==> config.mk <==
export PLATFORM = sky130hd
export DESIGN_NAME = irq_rr_arbiter32
export DESIGN_NICKNAME = d
export VERILOG_FILES = /design/src/rtl/irq_pkg.sv /design/src/rtl/irq_rr_arbiter32_rr_pick32.sv /design/src/rtl/irq_rr_arbiter32.sv
export SDC_FILE = /design/constraint.sdc
export NUM_CORES = 1
export LEC_CHECK = 0
export ABC_AREA = 0
export CORE_ASPECT_RATIO = 0.9
export CORE_MARGIN = 4
export CORE_UTILIZATION = 45
export DETAILED_ROUTE_END_ITERATION = 12
export GPL_TIMING_DRIVEN = 0
export PLACE_DENSITY = 0.72
export RECOVER_POWER = 50
export SETUP_SLACK_MARGIN = 0.02
export SLEW_MARGIN = 20
export SYNTH_ARGS = -nofsm -noshare
export SYNTH_HDL_FRONTEND = slang
export SYNTH_SLANG_ARGS = --single-unit
==> constraint.sdc <==
create_clock -name clk -period 4.8 [get_ports clk]
set_input_delay 1.44 -clock clk [delete_from_list [all_inputs] [get_ports clk]]
set_output_delay 1.44 -clock clk [all_outputs]
set_load 0.02 [all_outputs]
==> src/rtl/irq_pkg.sv <==
// Shared constants, state encoding and helpers for the 32-source
// interrupt round-robin arbiter.
package irq_pkg;

  localparam int NSRC = 32;
  localparam int IDW  = 5;

  localparam logic [NSRC-1:0] MASK_RST_DFLT = 32'hFFFF_FFFF;

  typedef enum logic [1:0] {
    IDLE    = 2'd0,
    REQ     = 2'd1,
    SERVICE = 2'd2
  } state_t;

  function automatic logic [NSRC-1:0] onehot(
    input logic [IDW-1:0] idx
  );
    logic [NSRC-1:0] v;
    v      = '0;
    v[idx] = 1'b1;
    return v;
  endfunction

endpackage

==> src/rtl/irq_rr_arbiter32_rr_pick32.sv <==
// Combinational round-robin picker: eligible/ptr in, any/winner out.
// Rotates eligible right by ptr, finds lowest set bit, adds ptr back.
module rr_pick32
  import irq_pkg::*;
(
  input  logic [NSRC-1:0] eligible,
  input  logic [IDW-1:0]  ptr,
  output logic            any,
  output logic [IDW-1:0]  winner
);

  logic [NSRC-1:0] rot;
  logic [IDW-1:0]  k;

  // Index add is 5 bits wide, so the rotate wraps naturally.
  always_comb begin
    rot = '0;
    for (int i = 0; i < NSRC; i++) begin
      rot[i] = eligible[IDW'(i) + ptr];
    end
  end

  // Scan high to low so the lowest set bit is the last one kept.
  always_comb begin
    k = '0;
    for (int i = NSRC - 1; i >= 0; i--) begin
      if (rot[i]) begin
        k = IDW'(i);
      end
    end
  end

  assign any    = |eligible;
  assign winner = k + ptr;

endmodule

==> src/rtl/irq_rr_arbiter32.sv <==
// 32-source interrupt arbiter: edge capture, mask, round-robin pick,
// req/ack handshake and end-of-service hold-off. Ports: clk, rst, irq_i,
// mask_we/mask_wdata/mask_o, pend_o, req_o/id_o/ack_i, eoi_i, busy_o.
module irq_rr_arbiter32
  import irq_pkg::*;
#(
  parameter logic [NSRC-1:0] MASK_RST = MASK_RST_DFLT
) (
  input  logic            clk,
  input  logic            rst,
  input  logic [NSRC-1:0] irq_i,
  input  logic            mask_we,
  input  logic [NSRC-1:0] mask_wdata,
  output logic [NSRC-1:0] mask_o,
  output logic [NSRC-1:0] pend_o,
  output logic            req_o,
  output logic [IDW-1:0]  id_o,
  input  logic            ack_i,
  input  logic            eoi_i,
  output logic            busy_o
);

  state_t          state_q;
  state_t          state_d;
  logic [NSRC-1:0] irq_prev_q;
  logic [NSRC-1:0] pend_q;
  logic [NSRC-1:0] mask_q;
  logic [NSRC-1:0] rise;
  logic [NSRC-1:0] elig;
  logic [NSRC-1:0] clr;
  logic [IDW-1:0]  ptr_q;
  logic [IDW-1:0]  ptr_d;
  logic [IDW-1:0]  id_q;
  logic [IDW-1:0]  id_d;
  logic [IDW-1:0]  winner;
  logic            req_q;
  logic            req_d;
  logic            any;
  logic            ack_hit;

  assign rise    = irq_i & ~irq_prev_q;
  assign elig    = pend_q & ~mask_q;
  assign ack_hit = (state_q == REQ) && ack_i;
  assign clr     = ack_hit ? onehot(id_q) : '0;

  rr_pick32 u_pick (
    .eligible (elig),
    .ptr      (ptr_q),
    .any      (any),
    .winner   (winner)
  );

  always_comb begin
    state_d = state_q;
    req_d   = req_q;
    id_d    = id_q;
    ptr_d   = ptr_q;
    unique case (state_q)
      IDLE: begin
        if (any) begin
          state_d = REQ;
          req_d   = 1'b1;
          id_d    = winner;
        end
      end
      REQ: begin
        // ack beats a same-cycle withdraw.
        if (ack_i) begin
          state_d = SERVICE;
          req_d   = 1'b0;
          ptr_d   = id_q + IDW'(1);
        end else if (mask_q[id_q]) begin
          state_d = IDLE;
          req_d   = 1'b0;
        end
      end
      SERVICE: begin
        if (eoi_i) begin
          state_d = IDLE;
        end
      end
      default: begin
        state_d = IDLE;
        req_d   = 1'b0;
      end
    endcase
  end

  always_ff @(posedge clk) begin
    if (rst) begin
      state_q    <= IDLE;
      irq_prev_q <= '0;
      pend_q     <= '0;
      mask_q     <= MASK_RST;
      ptr_q      <= '0;
      id_q       <= '0;
      req_q      <= 1'b0;
    end else begin
      state_q    <= state_d;
      irq_prev_q <= irq_i;
      // Clear first, then OR new edges: a coincident edge survives.
      pend_q     <= (pend_q & ~clr) | rise;
      if (mask_we) begin
        mask_q <= mask_wdata;
      end
      ptr_q      <= ptr_d;
      id_q       <= id_d;
      req_q      <= req_d;
    end
  end

  assign mask_o = mask_q;
  assign pend_o = pend_q;
  assign req_o  = req_q;
  assign id_o   = id_q;
  assign busy_o = (state_q != IDLE);

endmodule

# [Word-level counts from Yosys, hierarchy flattened]
# Cells that the tools add are included.
[classes] n_addsub=33 n_lt_le_gt_ge=34 eq_ne=5 n_mux=110 bitwise_logic=8 reduce_logical=9
[op_table] op="less-than comparator 5 x 6 -> 1 bit (second input constant)" count=33
[op_table] op="binary-select mux 1 bit (select 5 bit)" count=33
[op_table] op="two-way mux 5 bit" count=32
[op_table] op="bitwise AND 32 bit" count=3
[op_table] op="NOT 32 bit" count=3
[op_table] op="adder 5 bit (first input constant)" count=16
[op_table] op="adder 4 x 5 -> 5 bit (first input constant)" count=8
[op_table] op="two-way mux 1 bit" count=37
[op_table] op="two-way mux 32 bit" count=1
[op_table] op="OR 32 bit" count=1
[op_table] op="OR reduction 32 bit" count=1
[op_table] op="adder 3 x 5 -> 5 bit (first input constant)" count=4
[op_table] op="adder 2 x 5 -> 5 bit (first input constant)" count=2
[op_table] op="two-way mux 2 bit" count=4
[op_table] op="one-hot mux 2 bit (3 select lines)" count=1
[op_table] op="AND reduction 3 bit" count=2
[op_table] op="adder 1 x 5 -> 5 bit (first input constant)" count=1
[op_table] op="adder 5 x 1 -> 5 bit (second input constant)" count=1
[op_table] op="adder 5 bit" count=1
[op_table] op="demux 1 bit (select 5 bit)" count=1
[op_table] op=">= comparator 5 x 1 -> 1 bit (second input constant)" count=1
[op_table] op="inequality test 2 bit (second input constant)" count=2
[op_table] op="AND reduction 2 bit" count=2
[op_table] op="inequality test 3 x 2 -> 1 bit (second input constant)" count=1
[op_table] op="7 further kinds" count=8
[totals] regBits=109 input_bits=69 output_inout_bits=71 wordCells=206

# [Depth between registers and ports, before layout]
[depth] word_depth=37 ltp_mapped=22 ltp_nobuf=20

# [Modules after synthesis]
# A second synthesis with hierarchy kept.
[unflattened] cells_unflattened=740 area_unflattened_um2=7527.2
[modules_own_cells] mod="irq_rr_arbiter32" n_inst=1 cells_per_inst=451 area_each_um2=4379.2 seq_area_each_um2=2182.1
[modules_own_cells] mod="rr_pick32" n_inst=1 cells_per_inst=289 area_each_um2=3148.0 seq_area_each_um2=0.0

# [Worst setup path after synthesis]
# OpenSTA, ideal clock, no wires.
[synth_path] kind="reg-to-reg" startpoint="register ptr_q[0]" endpoint="register id_q[4] (netlist: id_o[4])" setup_time_ns=0.091 arrival_time_ns=4.920 required_time_ns=4.709 slack_ns=-0.210 stages_incl_launch_ff=22 n_path_buf=3 synth_period_minus_slack_ns=5.010 path_cell_list="dfxtp_1 buf_6 clkinv_4 buf_8 ha_1 xnor2_2 buf_6 mux4_2 mux4_2 a21o_1 a2111oi_0 o41ai_1 a211oi_1 ha_1 inv_1 fa_1 inv_1 a21o_1 a21oi_1 xnor2_1 xnor2_1 a311oi_1"
[synth_between] elab_chain_len=36 word_cells_on_any_way=128 classes_between="32 x add/sub; 96 x mux"
[synth_lines] element="start, declared" line="irq_rr_arbiter32.sv:31" source="logic [IDW-1:0] ptr_q;"
[synth_lines] element="start signal, assigned" line="irq_rr_arbiter32.sv:106" source="ptr_q <= ptr_d;"
[synth_lines] element="adder 5 bit" line="irq_rr_arbiter32_rr_pick32.sv:19" source="rot[i] = eligible[IDW'(i) + ptr];"
[synth_lines] element="binary-select mux 1 bit (select 5 bit)" line="irq_rr_arbiter32_rr_pick32.sv:19"
[synth_lines] element="two-way mux 1 bit (implied by the code)" line="irq_rr_arbiter32_rr_pick32.sv:19"
[synth_lines] element="two-way mux 5 bit (32 in series)" line="irq_rr_arbiter32_rr_pick32.sv:27" source="if (rot[i]) begin"
[synth_lines] element="adder 5 bit (*)" line="irq_rr_arbiter32_rr_pick32.sv:34" source="assign winner = k + ptr;"
[synth_lines] element="end signal, assigned" line="irq_rr_arbiter32.sv:107" source="id_q <= id_d;"
[synth_lines] element="end, declared" line="irq_rr_arbiter32.sv:33" source="logic [IDW-1:0] id_q;"
# Every way passes the cells marked *; elsewhere a longest branch is shown, timed or not. The select of a mux whose other input is x is not followed.
# A chain may end at the register's enable or synchronous reset.

# [Worst setup path after layout]
# Same ends and word-level chain as after synthesis.

==> metrics.csv <==
stage;metric;value;unit
status;status;completed;
grt;grt.overflow.total;0;
setup_path;crit_type;reg -> reg;
timing;maxSlewViolCount;0;
grt;grt_pass1_wl;40.8;mm
cells_and_area;final_util;59.6;%
timing;slew_headroom;43.2;%
timing;tightest_slew;0.851;ns
synth;yosys_warnings;0;
die;core_region_area;0.0176;mm2
synth;syn-num-nets;859;
synth;avgSynthCellArea;10.5;um2
clock_tree;htreeDepth;3;
die;fp.dieH;135;um
clock_tree;cts_max_path_buffers;2;
die;io_pins;140;
place;gp_congestion;0.923;
clock_tree;cts_buffers;9;
timing;hold_viol_final;0;
detailed_routing;first_pass_iters;5;
grt;grt_max_degree;23;
setup_path;timing.rr.start;ptr_q[0];
grt;first_global_vias;7041;
timing;clock_skew;0.0113;ns
timing;rsz0062_at_grt;yes;
timing;finalSetupViolations;0;
cells_and_area;layout_common_cells;clkdlybuf4s50_1, dfxtp_1, mux4_2, nand2b_1, nor2b_1;
setup_path;arrival;4.97;ns
worst_hold_path;min_from;irq_prev_q[25];
die;die_area;0.0201;mm2
setup_path;slowest_delay;0.54;ns
grt;grt_usage;26.2;%
timing;finalCritPeriodShare;97.9;%
synth;ys.flop_type;dfxtp_1;
detailed_routing;vias_per_cell;5.99;
die;num_rows;46;
timing;period_minus_slack;4.70;ns
timing;fmax;213;MHz
setup_path;cp-end-kind;flop;
die;initial_utilization;45.7;%
setup_path;cpMaxStageDelayCell;mux4_2;
setup_path;cp.required;5.07;ns
synth;synth_top_area_cell;dfxtp_1;
grt;antenna_found_initial;0;
clock_tree;tritoncts;built;
setup_path;path_cells;buf_12 > clkinv_16 > ha_4 > xnor2_4 > buf_8 > mux4_2 > mux4_2 > a21o_1 > a2111oi_2 > o41ai_1 > a211oi_1 > ha_2 > inv_2 > fa_2 > inv_2 > a21o_1 > a21oi_2 > xnor2_1 > xnor2_1 > a311oi_1;
pwr;power_leakage;4.06;nW
pwr;ir_drop;0.223;mV
synth;syn_area;0.00805;mm2
setup_path;critPathBufInv;5;
detailed_routing;drc_errors;0;
clock_tree;cts.sinks;109;
cells_and_area;diodes;0;
clock_tree;hold_buffers;0;
detailed_routing;routedWlPerCell;22.0;um
synth;async_flop_share;0;%
synth;synthTopCellsByArea;dfxtp_1, mux4_2, mux2i_1;
cells_and_area;final_nets;1036;
detailed_routing;vias;7134;
cells_and_area;layout_commonest_cell;clkdlybuf4s50_1;
cells_and_area;area_growth;30.4;%
synth;ys_ff_latch;109;
synth;synth_edf_count;0;
setup_path;critPathLaunch;ptr_q[0];
pwr;p_per_area;360;mW/mm2
detailed_routing;routed_wl;26.2;mm
setup_path;crit_family;compound AO/OA/AOI/OAI gates;
setup_path;startpoint_type;flop;
clock_tree;cts-root-buf;clkbuf_16;
job;maxCapViolCount;0;
synth;syn_inst;768;
detailed_routing;ant_nets;0;
place;dp_hpwl;20.5;mm
pwr;power;3.78;mW
synth;ys_types;53;
clock_tree;insertion_delay;0.36;ns
synth;synth_top_area_share;27.1;%
setup_path;crit_path_max_fanout;5;
place;io_buffer_count;137;
cells_and_area;drive_above_1_share;19.3;%
detailed_routing;drt_iter0_drc;647;
synth;ys_seq_area_share;27.1;%
die;die_w;149;um
clock_tree;clkTransAtPathRegs;0.08;ns
worst_hold_path;worstHoldPathType;reg -> reg;
==> layout make-up <==
type | instances | area (um2)
clock inverters | 7 | 86.3
multi-input cells | 593 | 5660
plain buffers | 42 | 287
flip-flops and latches | 109 | 2190
repair buffers | 168 | 1630
well taps | 240 | 300
inverters | 22 | 119
fillers | 1499 | 7110
clock buffers | 9 | 225
==> per-layer routing <==
metal	up-vias	global-route usage (%)	part of all wire, %
met5	-	0	0
met4	0	4.52	1.1
met3	28	6.24	9.8
met2	329	42.0	47
met1	3532	37.0	42
li1	3245	-	-
==> where the power goes <==
part,total [mW],switching (mW),internal [mW]
Sequential,1.08,0.0944,0.987
Combinational,1.94,1.00,0.936
Clock,0.759,0.385,0.374
==> worst paths after layout <==
check        slack, ns    endpoint  depth (start not counted)
max                0.1     id_o[4]                         20
min               0.48  pend_o[25]                          2
max reg2reg        0.1     id_o[4]                         20
min reg2reg       0.48  pend_o[25]                          2
==> metrics by stage <==
stage	hold WS, ns	cell area [um2]	instances	TNS (ns)	setup WS (ns)
floorplan	0.462	8100	768	0	0.0263
global placement	0.471	9770	1145	-1.46	-0.651
detailed placement	0.473	9770	1145	-1.78	-0.748
CTS	0.477	10400	1183	0	0.0139
global route	0.501	10500	1190	-0.0976	-0.0877
finish	0.482	10500	1190	0	0.100
==> worst min-delay path: stages (launching register included) <==
cell	delay, ns
dfxtp_1	0.30
nand2b_1	0.09
a21oi_1	0.05
==> cells by family after synthesis <==
kind of cell,Yosys count,share of synthesized area [%]
mux,159,33.3
buf+inv,66,3.99
flops,109,27.1
simple gates,232,16.8
compound gates,150,11.9
fa+ha+maj,22,3.51
xor+xnor,30,3.45
==> Yosys cell counts (3+ instances only) <==
cell      instances
or2_2             3
a21oi_1          53
nor2_1           28
nor2b_1          68
buf_1             9
inv_1            18
xor2_1           12
mux4_1            5
nand2b_1         69
a211oi_1          7
dfxtp_1         109
ha_1             21
mux2i_1          57
inv_2             3
nor3b_1           4
clkbuf_1         23
mux4_2           79
a21boi_0          3
buf_2             4
o221ai_1          3
nand4_1          10
mux2_2           11
or3b_2            4
mux2_1            7
nor3_1            4
a21o_1            4
nand2_1          20
nand3b_1          3
nor4_1            4
o22ai_1           3
a211o_1          32
o21ai_0          34
nand3_1           5
buf_6             7
xnor2_1          16
==> timing repair <==
action	4_1_cts	5_1_grt
setup endpoints to repair	4	3
gates resized for setup	37	9
cloned	1	0
buffers inserted	23	9
pin swaps	17	13
endpoints found under the hold margin	0	0
==> state kept, by name, indices dropped and copies added (netlist names) <==
| name | flops |
|---|---|
| req_o | 1 |
| mask_o | 32 |
| id_o | 5 |
| irq_prev_q | 32 |
| ptr_q | 5 |
| state_q | 2 |
| pend_o | 32 |
(Power assumes the default switching activity.)
